--- config.mk ---
export PLATFORM = sky130hd
export DESIGN_NAME = adjust_arbiter
export DESIGN_NICKNAME = d
export VERILOG_FILES = /design/src/rtl/adjust_pkg.sv /design/src/rtl/adjust_unit.sv /design/src/rtl/adjust_arbiter.sv
export SDC_FILE = /design/constraint.sdc
export NUM_CORES = 1
export LEC_CHECK = 0
export ABC_AREA = 0
export CAP_MARGIN = 20
export CORE_ASPECT_RATIO = 1.75
export CORE_MARGIN = 4
export CORE_UTILIZATION = 35
export CTS_CLUSTER_SIZE = 25
export DETAILED_ROUTE_END_ITERATION = 8
export PLACE_DENSITY = 0.76
export SYNTH_ARGS = -nofsm -noshare
export SYNTH_HDL_FRONTEND = slang
export SYNTH_HIERARCHICAL = 1
export SYNTH_SLANG_ARGS = --single-unit
export TNS_END_PERCENT = 100
--- constraint.sdc ---
create_clock -name clk -period 8.6 [get_ports clk]
set_clock_uncertainty 0.1 [all_clocks]
set_input_delay 1.29 -clock clk [delete_from_list [all_inputs] [get_ports clk]]
set_output_delay 1.29 -clock clk [all_outputs]
set_load 0.01 [all_outputs]
--- src/rtl/adjust_pkg.sv ---
// Shared types and default constants for the threshold-adjust arbiter slice.
package adjust_pkg;
  localparam int ADJ_DATA_W = 8;
  localparam int ADJ_THRESH = 50;
  localparam int ADJ_HI_SUB = 10;
  localparam int ADJ_LO_ADD = 20;

  typedef logic [ADJ_DATA_W-1:0] adj_data_t;

  typedef enum logic {
    ST_EMPTY = 1'b0,
    ST_FULL  = 1'b1
  } stage_state_e;
endpackage

--- src/rtl/adjust_unit.sv ---
// Combinational threshold adjust: values above THRESH drop by HI_SUB, others rise by LO_ADD.
module adjust_unit
  import adjust_pkg::*;
#(
  parameter int DATA_W = ADJ_DATA_W,
  parameter int THRESH = ADJ_THRESH,
  parameter int HI_SUB = ADJ_HI_SUB,
  parameter int LO_ADD = ADJ_LO_ADD
) (
  input  logic [DATA_W-1:0] x,
  output logic [DATA_W-1:0] y
);

  localparam logic [31:0] THRESH_U = 32'(THRESH);

  // Unsigned compare, result wraps modulo 2^DATA_W
  always_comb begin
    if (32'(x) > THRESH_U) begin
      y = x - DATA_W'(HI_SUB);
    end else begin
      y = x + DATA_W'(LO_ADD);
    end
  end

endmodule

--- src/rtl/adjust_arbiter.sv ---
// Round-robin sharing of one adjust datapath among NUM_REQ requesters,
// with a single registered output stage tagged by requester index.
module adjust_arbiter
  import adjust_pkg::*;
#(
  parameter int NUM_REQ = 4,
  parameter int DATA_W  = ADJ_DATA_W,
  parameter int THRESH  = ADJ_THRESH,
  parameter int HI_SUB  = ADJ_HI_SUB,
  parameter int LO_ADD  = ADJ_LO_ADD
) (
  input  logic                        clk,
  input  logic                        rst_n,
  input  logic [NUM_REQ-1:0]          req_valid,
  input  logic [NUM_REQ*DATA_W-1:0]   req_data,
  output logic [NUM_REQ-1:0]          req_ready,
  output logic                        rsp_valid,
  output logic [DATA_W-1:0]           rsp_data,
  output logic [$clog2(NUM_REQ)-1:0]  rsp_id,
  input  logic                        rsp_ready,
  output logic [15:0]                 served_cnt
);

  localparam int ID_W = $clog2(NUM_REQ);
  localparam logic [ID_W:0]   NUM_REQ_X = (ID_W+1)'(NUM_REQ);
  localparam logic [ID_W-1:0] LAST_ID   = ID_W'(NUM_REQ - 1);

  // Rotate so ptr sits at bit 0, take the lowest set bit, rotate the index back.
  function automatic logic [ID_W-1:0] rr_pick(input logic [NUM_REQ-1:0] req,
                                              input logic [ID_W-1:0]    ptr);
    logic [2*NUM_REQ-1:0] dbl;
    logic [NUM_REQ-1:0]   rot;
    logic [ID_W-1:0]      k;
    logic [ID_W:0]        sum;
    dbl = {req, req} >> ptr;
    rot = dbl[NUM_REQ-1:0];
    k   = '0;
    for (int i = NUM_REQ - 1; i >= 0; i--) begin
      k = rot[i] ? ID_W'(i) : k;
    end
    sum = {1'b0, k} + {1'b0, ptr};
    sum = (sum >= NUM_REQ_X) ? (sum - NUM_REQ_X) : sum;
    return sum[ID_W-1:0];
  endfunction

  stage_state_e        state_r;
  logic [ID_W-1:0]     rr_ptr_r;
  logic [DATA_W-1:0]   rsp_data_r;
  logic [ID_W-1:0]     rsp_id_r;
  logic [15:0]         served_cnt_r;

  logic [ID_W-1:0]     grant_id_s;
  logic                can_accept_s;
  logic                xfer_s;
  logic                rsp_done_s;
  logic [DATA_W-1:0]   adj_in_s;
  logic [DATA_W-1:0]   adj_out_s;

  // Grant selection; req_ready is held low while reset is asserted
  always_comb begin
    grant_id_s   = rr_pick(req_valid, rr_ptr_r);
    can_accept_s = rst_n && ((state_r == ST_EMPTY) || rsp_ready);
    xfer_s       = can_accept_s && (|req_valid);
    rsp_done_s   = (state_r == ST_FULL) && rsp_ready;
    req_ready    = '0;
    if (xfer_s) begin
      req_ready[grant_id_s] = 1'b1;
    end else begin
      req_ready = '0;
    end
  end

  assign adj_in_s = req_data[grant_id_s*DATA_W +: DATA_W];

  adjust_unit #(
    .DATA_W (DATA_W),
    .THRESH (THRESH),
    .HI_SUB (HI_SUB),
    .LO_ADD (LO_ADD)
  ) u_adjust (
    .x (adj_in_s),
    .y (adj_out_s)
  );

  // Output stage FSM, pointer advance and saturating completion counter
  always_ff @(posedge clk or negedge rst_n) begin
    if (!rst_n) begin
      state_r      <= ST_EMPTY;
      rr_ptr_r     <= '0;
      rsp_data_r   <= '0;
      rsp_id_r     <= '0;
      served_cnt_r <= 16'd0;
    end else begin
      if (rsp_done_s && (served_cnt_r != 16'hFFFF)) begin
        served_cnt_r <= served_cnt_r + 16'd1;
      end
      if (xfer_s) begin
        rsp_data_r <= adj_out_s;
        rsp_id_r   <= grant_id_s;
        rr_ptr_r   <= (grant_id_s == LAST_ID) ? '0 : (grant_id_s + ID_W'(1));
      end
      case (state_r)
        ST_EMPTY: begin
          if (xfer_s) state_r <= ST_FULL;
        end
        ST_FULL: begin
          if (rsp_ready && !xfer_s) state_r <= ST_EMPTY;
        end
        default: state_r <= ST_EMPTY;
      endcase
    end
  end

  assign rsp_valid  = (state_r == ST_FULL);
  assign rsp_data   = rsp_data_r;
  assign rsp_id     = rsp_id_r;
  assign served_cnt = served_cnt_r;

endmodule
==> results.md <==
* Status: completed
* Ys async rst share at 1.00
* Pre-CTS setup slack at 2.93 ns
* Least-Margin Pin Slew at 0.624 ns
* Peak supply drop at 0.201 mV
* Worst EP required at 7.21 ns
* Root buf cell: clkbuf_8
* Post-Layout Cell Count at 332
* Die footprint at 7160 um2
* CP delay by family, top: buffers and inverters
* Vias in the first global route at 1685
* Post-route ant nets at 0
* RSZ-0062 raised after global routing: no
* Post-layout minimum cycle time at 5.63 ns
* Slowest cell delay on critical path at 0.62 ns
* PwrDens at 416 nW/um2
* Reg2Reg Setup Slack at 4.32 ns
* Ranking of synthesized cells by area: dfrtp_1 (36%), mux4_1 (7.7%), xnor2_1 (6.0%)
* Most frequent cell after synthesis: dfrtp_1
* Initial core utilization at 0.362
* Max-slew violations at 0
* CP Launch Type: input pin
* Port Buffers at 69
* Layout cell share with drive strength beyond 1 at 0.0781
* Via count at 1699
* Number of nets in the layout at 301
* Core area at 5630 um2
* Overall global routing resource usage at 0.142
* Die H at 109 um
* Worst Hold Path EP: rsp_data[0]
* Max-cap violations at 0
* FP Rows at 36
* WL per Instance at 15.1 um
* Crit Path Class: input pin to primary output
* Synth Register Bits at 29
* Gr ovfl total at 0
* Hold Buf Count CTS at 0
* Synthesis Warnings at 6
* Cell breakdown of the critical path: clkdlybuf4s50_1 -> nor2_1 -> a221o_1 -> o21ai_1 -> o221ai_1 -> ha_1 -> xnor2_1 -> xnor2_2 -> and3b_1 -> clkdlybuf4s50_1
* CP max-delay cell: clkdlybuf4s50_1
* Total wire length at 5010 um
* Final worst slack at 2.97 ns
* Die width at 65.7 um
* First-pass detailed-route iteration total at 4
* Worst R2R End: rsp_data[3]
* Synth top area share at 0.356
* H-tree levels at 2
* Vias/cell at 5.12
* Syn Inst Count at 187
* Io pins at 70
* DR DRC count at 0
* Skew-Pair Late Insertion Delay at 0.28 ns
* Slew margin rel. at 0.582
* Largest family of logic cells by synthesized area: multiplexers
* Synth Net Count at 233
* Hold Startpoint: rsp_data[0]
* CP max FO at 13
* ANT cells at 0
* Final hold vios at 0
* Setup TNS Final at 0 ns
* Seq/Total Area, Yosys at 0.356
* Syn_area_per_cell at 10.9 um2
* Post-synthesis simple-gate area fraction at 0.167
* Worst Reg-to-Reg Cells at 14
* Endpoints failing setup at 0
* Synth Area in Adders at 0.0429
* GPL Wtd Cong at 0.875
* R2r startpoint: rr_ptr_r[0]
* Initial DRC count at 61
* First-pass GRT wire length at 7740 um
* Final period utilization at 0.655
* Clk sinks at 29
* Synth unique cells at 53
* Xor/xnor share of the synthesized area at 0.0920
* Leakage at 0.00119 uW
* CP Buf/Inv Count at 2
* Antenna violations before repair at 0
* Post-synth design cell area at 2040 um2
* Type of the most critical hold path: register to register
* CP endpoint kind: primary output
* Post-synth top cells: dfrtp_1 (29), xnor2_1 (14), nor2_1 (12)
* Cells resized by post-CTS repair at 0
* Area leader, netlist: dfrtp_1
* Worst EP arrival at 4.24 ns
* Postcts setup bufs at 0
* WHS Path Cells at 1
* Max Clk Rate at 177 MHz
* Post-synthesis compound-gate area fraction at 0.107
* Post-DP HPWL at 3950 um
* CTS Buf Count at 5
* CTS tree: yes
* Area Growth Syn to Fin at 41.8%
* CTS max path bufs at 2
* # placed instances at 324
* Post-synth EDFFs at 0
* Reg clk slew, reported paths at 0.06 ns
* Largest net degree at the start of global routing at 31
* Post-synthesis mux area share at 0.186
* Top FF cell, synth: dfrtp_1
* CP dominant cell by count: clkdlybuf4s50_1
-- cells in the final DEF (no fill, tap or decap), types with 3 or more instances in the layout --
cell             Yosys  final
xor2_1               3      3
mux2_2               3      3
o21ai_0              3      3
nand3_1              5      5
ha_1                 7      7
nor2_1              12     12
nand2b_1             3      3
mux2i_1              3      3
nor3b_1              4      4
dfrtp_1             29     29
nand4_1              8      8
xnor2_1             14     14
clkdlybuf4s50_1      0     69
nor3_1               4      4
mux2_1              10     10
mux4_1               6      6
nand2_1             11     11
inv_1                9      9
nor2b_1              4      4
clkbuf_8             0      6
o21ai_1              3      3
-- sequential cells by signal, indices dropped and copies added, names as in the netlist --
signal / cells
rr_ptr_r: 2
served_cnt: 16
rsp_valid: 1
rsp_id: 2
rsp_data: 8
-- area by class of cell --
cell class | instances | area, um2
clock inverter | 2 | 37.5
sequential | 29 | 726
multi-input combinational | 139 | 1210
tap | 76 | 95.1
inverter | 9 | 33.8
fill | 520 | 2740
clock buffer | 6 | 82.6
timing repair buffer | 71 | 706
-- worst max-delay path by stage --
stage                 startpoint  slack, ns  cells past startpoint      endpoint
floorplan           req_valid[2]       3.71                     13   rsp_data[3]
global placement    req_valid[0]       2.99                     10  req_ready[2]
detailed placement  req_valid[0]       2.93                     15   rsp_data[3]
CTS                 req_valid[0]       2.93                     10  req_ready[2]
global route        req_valid[0]       2.78                     10  req_ready[2]
finish              req_valid[0]       2.97                     10  req_ready[2]
-- stage by stage --
stage	area, um2	total power [uW]	utilization	hold WS (ns)
finish	2890	1200	0.514	0.382
global route	2890	1300	0.514	0.404
CTS	2890	1220	0.514	0.389
detailed placement	2770	1060	0.492	0.374
global placement	2770	1040	0.492	0.367
floorplan	2040	884	-	0.425
-- per-layer routing --
layer / track usage / vias up / part of all wire
met1: 0.150 / 824 / 0.37
met5: 0 / - / 0
met3: 0.0423 / 6 / 0.064
li1: - / 821 / -
met4: 0.0638 / 0 / 0.019
met2: 0.253 / 48 / 0.54
-- report_power, final --
group	switching [uW]	total [uW]	leakage, uW	internal (uW)
clock network	53.7	148	0.0000574	94.1
registers	40.0	222	0.000359	182
logic	397	832	0.000769	435
-- kinds of logic after synthesis --
family          Yosys count
compound gates           27
xor+xnor                 19
flops                    29
buf+inv                  19
fa+ha+maj                 7
mux                      24
simple gates             62
(Power assumes the default switching activity.)
